## config.mk

```make
export PLATFORM = sky130hd
export DESIGN_NAME = cdc_slot_scheduler
export DESIGN_NICKNAME = d
export VERILOG_FILES = /design/src/rtl/cdc_sched_pkg.sv /design/src/rtl/cdc_slot_scheduler_rr_arbiter.sv /design/src/rtl/cdc_slot_scheduler.sv
export SDC_FILE = /design/constraint.sdc
export NUM_CORES = 1
export LEC_CHECK = 0
export CORE_ASPECT_RATIO = 1.2
export CORE_MARGIN = 2
export CORE_UTILIZATION = 39
export CTS_CLUSTER_DIAMETER = 200
export DETAILED_ROUTE_END_ITERATION = 6
export GPL_TIMING_DRIVEN = 0
export PLACE_DENSITY = 0.84
export SYNTH_ARGS = -nofsm -noshare
export SYNTH_HDL_FRONTEND = slang
export SYNTH_SLANG_ARGS = --single-unit
```

## constraint.sdc

```tcl
create_clock -name clk -period 2.1 [get_ports clk]
set_input_delay 0.525 -clock clk [delete_from_list [all_inputs] [get_ports clk]]
set_output_delay 0.525 -clock clk [all_outputs]
set_load 0.02 [all_outputs]
```

## src/rtl/cdc_sched_pkg.sv

```systemverilog
// cdc_sched_pkg: shared types and constants for the fast-to-slow slot scheduler.
// Holds the FSM state encoding and the idle-slot counter width.
package cdc_sched_pkg;

  typedef enum logic [1:0] {
    IDLE = 2'd0,
    ARB  = 2'd1,
    LOAD = 2'd2,
    HOLD = 2'd3
  } state_t;

  localparam int IDLE_CNT_W = 16;

  function automatic logic [IDLE_CNT_W-1:0] sat_inc(
    input logic [IDLE_CNT_W-1:0] v
  );
    return (v == '1) ? v : v + 1'b1;
  endfunction

endpackage

```

## src/rtl/cdc_slot_scheduler_rr_arbiter.sv

```systemverilog
// rr_arbiter: combinational round-robin pick, searching upward from
// last_grant+1 (mod NREQ); reports one-hot grant, its index and any.
module rr_arbiter
  import cdc_sched_pkg::*;
#(
  parameter  int NREQ = 4,
  localparam int IW   = $clog2(NREQ)
) (
  input  logic [NREQ-1:0] req,
  input  logic [IW-1:0]   last_grant,
  output logic [NREQ-1:0] grant,
  output logic [IW-1:0]   grant_idx,
  output logic            any
);

  int            idx;
  logic [IW-1:0] k;

  always_comb begin
    grant     = '0;
    grant_idx = '0;
    any       = 1'b0;
    idx       = 0;
    k         = '0;
    for (int i = 1; i <= NREQ; i++) begin
      idx = (int'(last_grant) + i) % NREQ;
      k   = IW'(idx);
      if (!any && req[k]) begin
        any       = 1'b1;
        grant[k]  = 1'b1;
        grant_idx = k;
      end
    end
  end

endmodule

```

## src/rtl/cdc_slot_scheduler.sv

```systemverilog
// cdc_slot_scheduler: one fast-to-slow hold register shared round-robin,
// reloaded just after a slow falling edge. Option: CDC_SCHED_IDLE_CNT_EN.
module cdc_slot_scheduler
  import cdc_sched_pkg::*;
#(
  parameter  int W           = 12,
  parameter  int NREQ        = 4,
  parameter  int SYNC_STAGES = 2,
  localparam int IW          = $clog2(NREQ)
) (
  input  logic              clk,
  input  logic              rst_n,
  input  logic              slow_clk,
  input  logic [NREQ-1:0]   req_valid,
  input  logic [NREQ*W-1:0] req_data,
  output logic [NREQ-1:0]   req_ready,
  output logic [W-1:0]      xfer_data,
  output logic [IW-1:0]     xfer_id,
`ifdef CDC_SCHED_IDLE_CNT_EN
  output logic              xfer_strobe,
  output logic [IDLE_CNT_W-1:0] idle_cnt
`else
  output logic              xfer_strobe
`endif
);

  logic [SYNC_STAGES-1:0] sync_q;
  logic                   s_sync;
  logic                   s_prev;
  logic                   fall;
  logic                   rise;

  assign s_sync = sync_q[SYNC_STAGES-1];
  assign fall   = s_prev & ~s_sync;
  assign rise   = ~s_prev & s_sync;

  // Chain clears to 0 so reset never fabricates a falling edge.
  always_ff @(posedge clk) begin
    if (!rst_n) begin
      sync_q <= '0;
      s_prev <= 1'b0;
    end else begin
      sync_q <= {sync_q[SYNC_STAGES-2:0], slow_clk};
      s_prev <= s_sync;
    end
  end

  logic [W-1:0] words [NREQ];

  for (genvar g = 0; g < NREQ; g++) begin : g_words
    assign words[g] = req_data[g*W +: W];
  end

  logic [IW-1:0]   last_grant;
  logic [NREQ-1:0] arb_grant;
  logic [IW-1:0]   arb_idx;
  logic            arb_any;

  rr_arbiter #(
    .NREQ(NREQ)
  ) u_arb (
    .req       (req_valid),
    .last_grant(last_grant),
    .grant     (arb_grant),
    .grant_idx (arb_idx),
    .any       (arb_any)
  );

  state_t          state;
  state_t          state_nx;
  logic [IW-1:0]   win_q;
  logic [NREQ-1:0] win_oh_q;

  always_comb begin
    state_nx = state;
    unique case (state)
      IDLE: if (fall) state_nx = ARB;
      ARB:  state_nx = arb_any ? LOAD : HOLD;
      LOAD: state_nx = HOLD;
      HOLD: if (rise) state_nx = IDLE;
      default: state_nx = IDLE;
    endcase
  end

  always_comb begin
    req_ready = '0;
    if (state == LOAD) req_ready = win_oh_q;
  end

  always_ff @(posedge clk) begin
    if (!rst_n) begin
      state       <= IDLE;
      win_q       <= '0;
      win_oh_q    <= '0;
      last_grant  <= IW'(NREQ - 1);
      xfer_data   <= '0;
      xfer_id     <= '0;
      xfer_strobe <= 1'b0;
    end else begin
      state       <= state_nx;
      xfer_strobe <= (state == LOAD);
      if (state == ARB) begin
        win_q    <= arb_idx;
        win_oh_q <= arb_grant;
      end
      if (state == LOAD) begin
        xfer_data  <= words[win_q];
        xfer_id    <= win_q;
        last_grant <= win_q;
      end
    end
  end

`ifdef CDC_SCHED_IDLE_CNT_EN
  always_ff @(posedge clk) begin
    if (!rst_n) begin
      idle_cnt <= '0;
    end else if (state == ARB && !arb_any) begin
      idle_cnt <= sat_inc(idle_cnt);
    end
  end
`endif

endmodule
```

# Word-level counts from Yosys, hierarchy flattened
# Cells that the tools add are included.
[op_classes]
add_sub_neg = 4
order_cmp = 9
eq_ne = 5
muxes = 36
bitwise_logic = 8
n_reduce_logical = 12
[ops]
columns = ["op", "count"]
rows = [
  ["$bmux 12 s2", 1],
  ["$mux 12", 2],
  ["$mux 4", 5],
  ["$mux 1", 13],
  ["$lt 2x3->1 const B", 4],
  ["$mux 2", 6],
  ["$or 4x4->4", 3],
  ["$bmux 1 s2", 4],
  ["$demux 1 s2", 4],
  ["$ge 2x1->1 const B", 4],
  ["$pmux 2 s4", 1],
  ["$logic_and 1x1->1", 7],
  ["$add 2x1->2 const B", 2],
  ["$add 2x2->2 const B", 2],
  ["$eq 2x2->1 const B", 2],
  ["$ne 2x2->1 const B", 2],
  ["$ge 3x3->1 const B", 1],
  ["$logic_not 1->1", 3],
  ["$not 2->3", 1],
  ["$and 1x1->1", 2],
  ["$eq 2x1->1 const B", 1],
  ["$logic_not 2->1", 1],
  ["$not 1->1", 2],
  ["$reduce_and 2->1", 1],
]
[totals]
register_bits = 28
in_bits = 55
word_cells = 83

# Logic depth before layout (Yosys ltp)
[logic_depth]
word_depth = 15
mapped_depth = 9
ltp_nobuf = 7

# Modules after synthesis
# From an unflattened synthesis, not the netlist that was laid out.
[unflattened]
cells_unflattened = 202
hier_area_um2 = 1963.1
[by_module_without_submodules]
columns = ["mod", "instances", "cells_per_inst", "area_per_inst_um2", "seq_area_each_um2"]
rows = [
  ["cdc_slot_scheduler", 1, 134, 1437.6, 560.5],
  ["rr_arbiter", 1, 68, 525.5, 0.0],
]

# Least setup slack after synthesis
# OpenSTA, ideal clock, no wires.
[synth_timing]
kind = "reg-to-reg"
from = "register last_grant[0]"
to = "register win_oh_q[2]"
setup_ps = 81
arrival_time_ps = 2062
required_ps = 2019
setup_slack_ps = -43
stages_incl_launch_ff = 10
n_path_buf = 2
period_less_slack_ps = 2143
cell_sequence = "dfxtp_1 -> buf_6 -> inv_1 -> ha_1 -> clkbuf_8 -> mux4_2 -> nor3_4 -> and2_4 -> nand2_1 -> a41oi_1"
[synth_via]
elab_chain_cells = 13
word_cells_on_any_way = 48
classes_between = "add/sub: 4; order compare: 8; mux: 23; bitwise: 3; reduce/logical: 10"
[synth_rtl]
columns = ["element", "line", "text"]
rows = [
  ["from (decl)", "cdc_slot_scheduler.sv:54", "logic [IW-1:0] last_grant;"],
  ["from (signal assigned)", "cdc_slot_scheduler.sv:95", "last_grant <= IW'(NREQ - 1);"],
  ["from (signal assigned)", "cdc_slot_scheduler.sv:109", "last_grant <= win_q;"],
  ["branches (longest 12 deep; another with $lt 2x3->1)", "--", ""],
  ["$mux 4 (*)", "cdc_slot_scheduler_rr_arbiter.sv:28", "if (!any && req[k]) begin"],
  ["to (signal assigned)", "cdc_slot_scheduler.sv:104", "win_oh_q <= arb_grant;"],
  ["to (decl)", "cdc_slot_scheduler.sv:72", "logic [NREQ-1:0] win_oh_q;"],
]
# Every way passes the cells marked *. The select of a mux whose other input is x is not followed.
# A chain may end at the register's enable or synchronous reset.

# Worst setup path in the final report
[layout_timing]
from = "register state[0]"
to = "output req_ready[0]"
[layout_via]
elab_chain_cells = 2
[layout_rtl]
columns = ["element", "line", "text"]
rows = [
  ["from (decl)", "cdc_slot_scheduler.sv:69", "state_t state;"],
  ["from (signal assigned)", "cdc_slot_scheduler.sv:100", "state <= state_nx;"],
  ["$eq 2x2->1", "cdc_slot_scheduler.sv:87", "if (state == LOAD) req_ready = win_oh_q;"],
  ["$mux 4", "cdc_slot_scheduler.sv:87", ""],
  ["to (decl)", "cdc_slot_scheduler.sv:16", "output logic [NREQ-1:0] req_ready,"],
]
# Every way passes these cells.

==> flow_metrics.env <==
export IMPL_outcome="finished, final reports clean"
export IMPL_postPlaceCellArea_um2=2600
export IMPL_finalCritPeriodShare_pct=95.9
export IMPL_startpoint_type="flop"
export IMPL_cts_tree="built"
export IMPL_drt_wl_total_mm=4.75
export IMPL_cts_root_buf="clkbuf_8"
export IMPL_period_minus_slack_ns=2.01
export IMPL_drcViolationCount=0
export IMPL_io_buffers=72
export IMPL_antenna_found_initial=0
export IMPL_yosysUniqueCellTypes=31
export IMPL_grt_max_degree=15
export IMPL_synthesis_area_um2=1800
export IMPL_worst_pin_slew_ns=0.736
export IMPL_drt_iter0_drc=69
export IMPL_placedCellCount=300
export IMPL_cts_buffers=3
export IMPL_clock_latency_ns=0.27
export IMPL_std_cell_rows=27
export IMPL_powerDensity_nw_per_um2=749
export IMPL_muxShareOfSynthArea_pct=30.4
export IMPL_syn_to_final_growth_pct=51.9
export IMPL_finalPower_mw=2.05
export IMPL_synth_nets=238
export IMPL_cts_htree_levels=1
export IMPL_worstHoldPathType="reg2reg"
export IMPL_layout_drive_gt1_share_pct=19.2
export IMPL_die_area_um2=5180
export IMPL_ir_drop_mv=0.310
export IMPL_clock_sinks=28
export IMPL_fmax_ghz=0.496
export IMPL_crit_chain="inv_2 -> ha_4 -> clkbuf_8 -> and2_1 -> clkdlybuf4s15_1"
export IMPL_place_gp_congestion=0.876
export IMPL_diodes=0
export IMPL_synth_fa_ha_area_share_pct=9.03
export IMPL_drt_first_pass_iters=4
export IMPL_layout_nets=320
export IMPL_clock_skew_final_ns=0.00328
export IMPL_rsz0062_at_grt="no"
export IMPL_critPathMaxStageDelay_ns=0.35
export IMPL_setup_tns_ns=0
export IMPL_grt_usage_pct=17.8
export IMPL_vias=1674
export IMPL_die_h_um=78.5
export IMPL_p_leak_nw=0.976
export IMPL_routedWlPerCell_um=15.4
export IMPL_grt_pass1_vias=1582
export IMPL_final_util_pct=60.4
export IMPL_hpwl_mm=3.58
export IMPL_fin_area_um2=2740
export IMPL_path_buf_inv=3
export IMPL_clk_pin_slew_ns=0.09
export IMPL_grt_pass1_wl_mm=7.23
export IMPL_synth_top_family_by_area="multiplexers"
export IMPL_synth_edf_count=0
export IMPL_max_clock_path_buffers=2
export IMPL_syn_avg_cell_area_um2=10.6
export IMPL_ys_flop_type="dfxtp_1"
export IMPL_synth_xor_area_share_pct=0
export IMPL_slowest_stage="dfxtp_2"
export IMPL_finalHoldViolations=0
export IMPL_ys_seq_area_share_pct=31.1
export IMPL_final_antenna_net_count=0
export IMPL_cp_data_required_time_ns=1.57
export IMPL_finalSetupViolations=0
export IMPL_cp_max_fo=10
export IMPL_max_cap_violations=0
export IMPL_synth_simple_area_share_pct=14.2
export IMPL_cp_arrival_ns=1.49
export IMPL_synth_compound_gate_area_share_pct=10.6
export IMPL_path_delay_family="buffers and inverters"
export IMPL_fillers=388
export IMPL_core_area_um2=4530
export IMPL_die_x_um=66.0
export IMPL_ys_warn_count=0
export IMPL_endpoint_kind="output pin"
export IMPL_synth_seq_cells=28
export IMPL_grt_ovfl_total=0
export IMPL_final_cells=308
export IMPL_synthCells=170
export IMPL_slew_headroom_pct=50.9
export IMPL_path_class="reg2out"
export IMPL_async_flop_share_pct=0
export IMPL_drv_slew=0
export IMPL_routed_via_density=5.44
export IMPL_io_pins=74
export IMPL_start_util_pct=39.8
[cells by family (layout without fill, tap and decap cells)]
family	count (synthesis)	count (layout)
AO/OA/AOI/OAI	28	28
adder cells (fa/ha/maj)	13	13
buffers and inverters	17	97
flip-flops	28	28
multiplexers	34	34
AND/OR/NAND/NOR	50	50
[worst register-to-register path, cell delays in order, from the launching register on]
cell and delay (ns):
dfxtp_4 0.38, clkinvlp_4 0.09, ha_1 0.30, clkbuf_8 0.16, mux4_2 0.35, nor3_4 0.22
and2_4 0.19, nand2_1 0.07, a41oi_2 0.18
[cell usage after synthesis (all sizes together), types with 2 or more instances]
cell type,count,area share (%)
buf,4,1.4
mux4,16,20
nand2,14,2.9
a32oi,2,0.97
nor2,15,3.1
a22oi,4,1.7
and2,10,3.6
o211ai,4,1.7
clkbuf,8,2.2
nand2b,6,2.1
mux2,3,1.9
o21ai,4,1.1
mux2i,15,8.3
a21oi,6,1.7
ha,13,9.0
a31oi,2,0.69
inv,4,0.83
a41oi,5,2.4
dfxtp,28,31
[layout make-up]
cell class / count / area [µm²] / area share (%)
buffer: 10 / 60.1 / 2.19
clock buffer: 3 / 41.3 / 1.51
inverter: 5 / 26.3 / 0.960
multi-input combinational: 125 / 1190 / 43.3
sequential: 28 / 569 / 20.8
tap: 58 / 72.6 / 2.65
timing repair buffer: 79 / 781 / 28.5
[layout by cell type (no fill, tap or decap), types with 4 or more instances in the layout]
cell type,netlist,layout
a21oi_1,6,6
a22oi_1,4,4
and2_1,9,8
buf_4,0,7
clkbuf_1,7,5
clkbuf_8,1,5
clkdlybuf4s50_1,0,65
dfxtp_1,28,25
ha_1,13,12
mux2i_1,15,15
mux4_2,15,15
nand2_1,14,14
nand2b_1,6,6
nor2_1,15,15
o211ai_1,4,4
o21ai_0,4,4
[per-stage QoR]
step	hold slack [ns]	setup WS [ns]
after floorplan	0.412	0.0124
after global placement	0.418	-0.402
after detailed placement	0.424	-0.426
after CTS	0.456	0.000414
after global routing	0.486	0.00604
final	0.457	0.0855
[final timing paths]
kind                      start      endpoint  slack, ns  cells after the start
hold / removal        sync_q[0]     sync_q[1]       0.46                      1
setup / recovery       state[0]  req_ready[0]       0.09                      5
setup reg to reg  last_grant[0]   win_oh_q[1]       0.09                      8
hold reg to reg       sync_q[0]     sync_q[1]       0.46                      1
[per-layer routing]
metal  vias to the layer above  routed length, µm  GRT usage (%)
met3                         6                279           1.58
met5                         -                  0              0
met4                         0                 62           6.53
li1                        785                  -              -
met1                       819               1840           19.4
met2                        64               2560           34.5
[report_power, final]
group | internal (mW) | leakage (nW) | switching, mW | total [mW]
clock network | 0.129 | 0.0216 | 0.155 | 0.284
logic | 0.566 | 0.726 | 0.506 | 1.07
registers | 0.627 | 0.228 | 0.0681 | 0.695
total | 1.32 | 0.976 | 0.729 | 2.05
[repair_timing]
action                     CTS  global route
setup endpoints to repair   10             9
buffers inserted             5             2
hold buffers                 0             0
gates resized for setup     23             5
pin swaps                    1             0
[state kept, by name, summed over array words and instances, names as in the netlist]
signal       count
sync_q           2
state            2
xfer_strobe      1
win_oh_q         4
xfer_data       12
last_grant       2
xfer_id          2
win_q            2
s_prev           1
(Power assumes the default switching activity.)
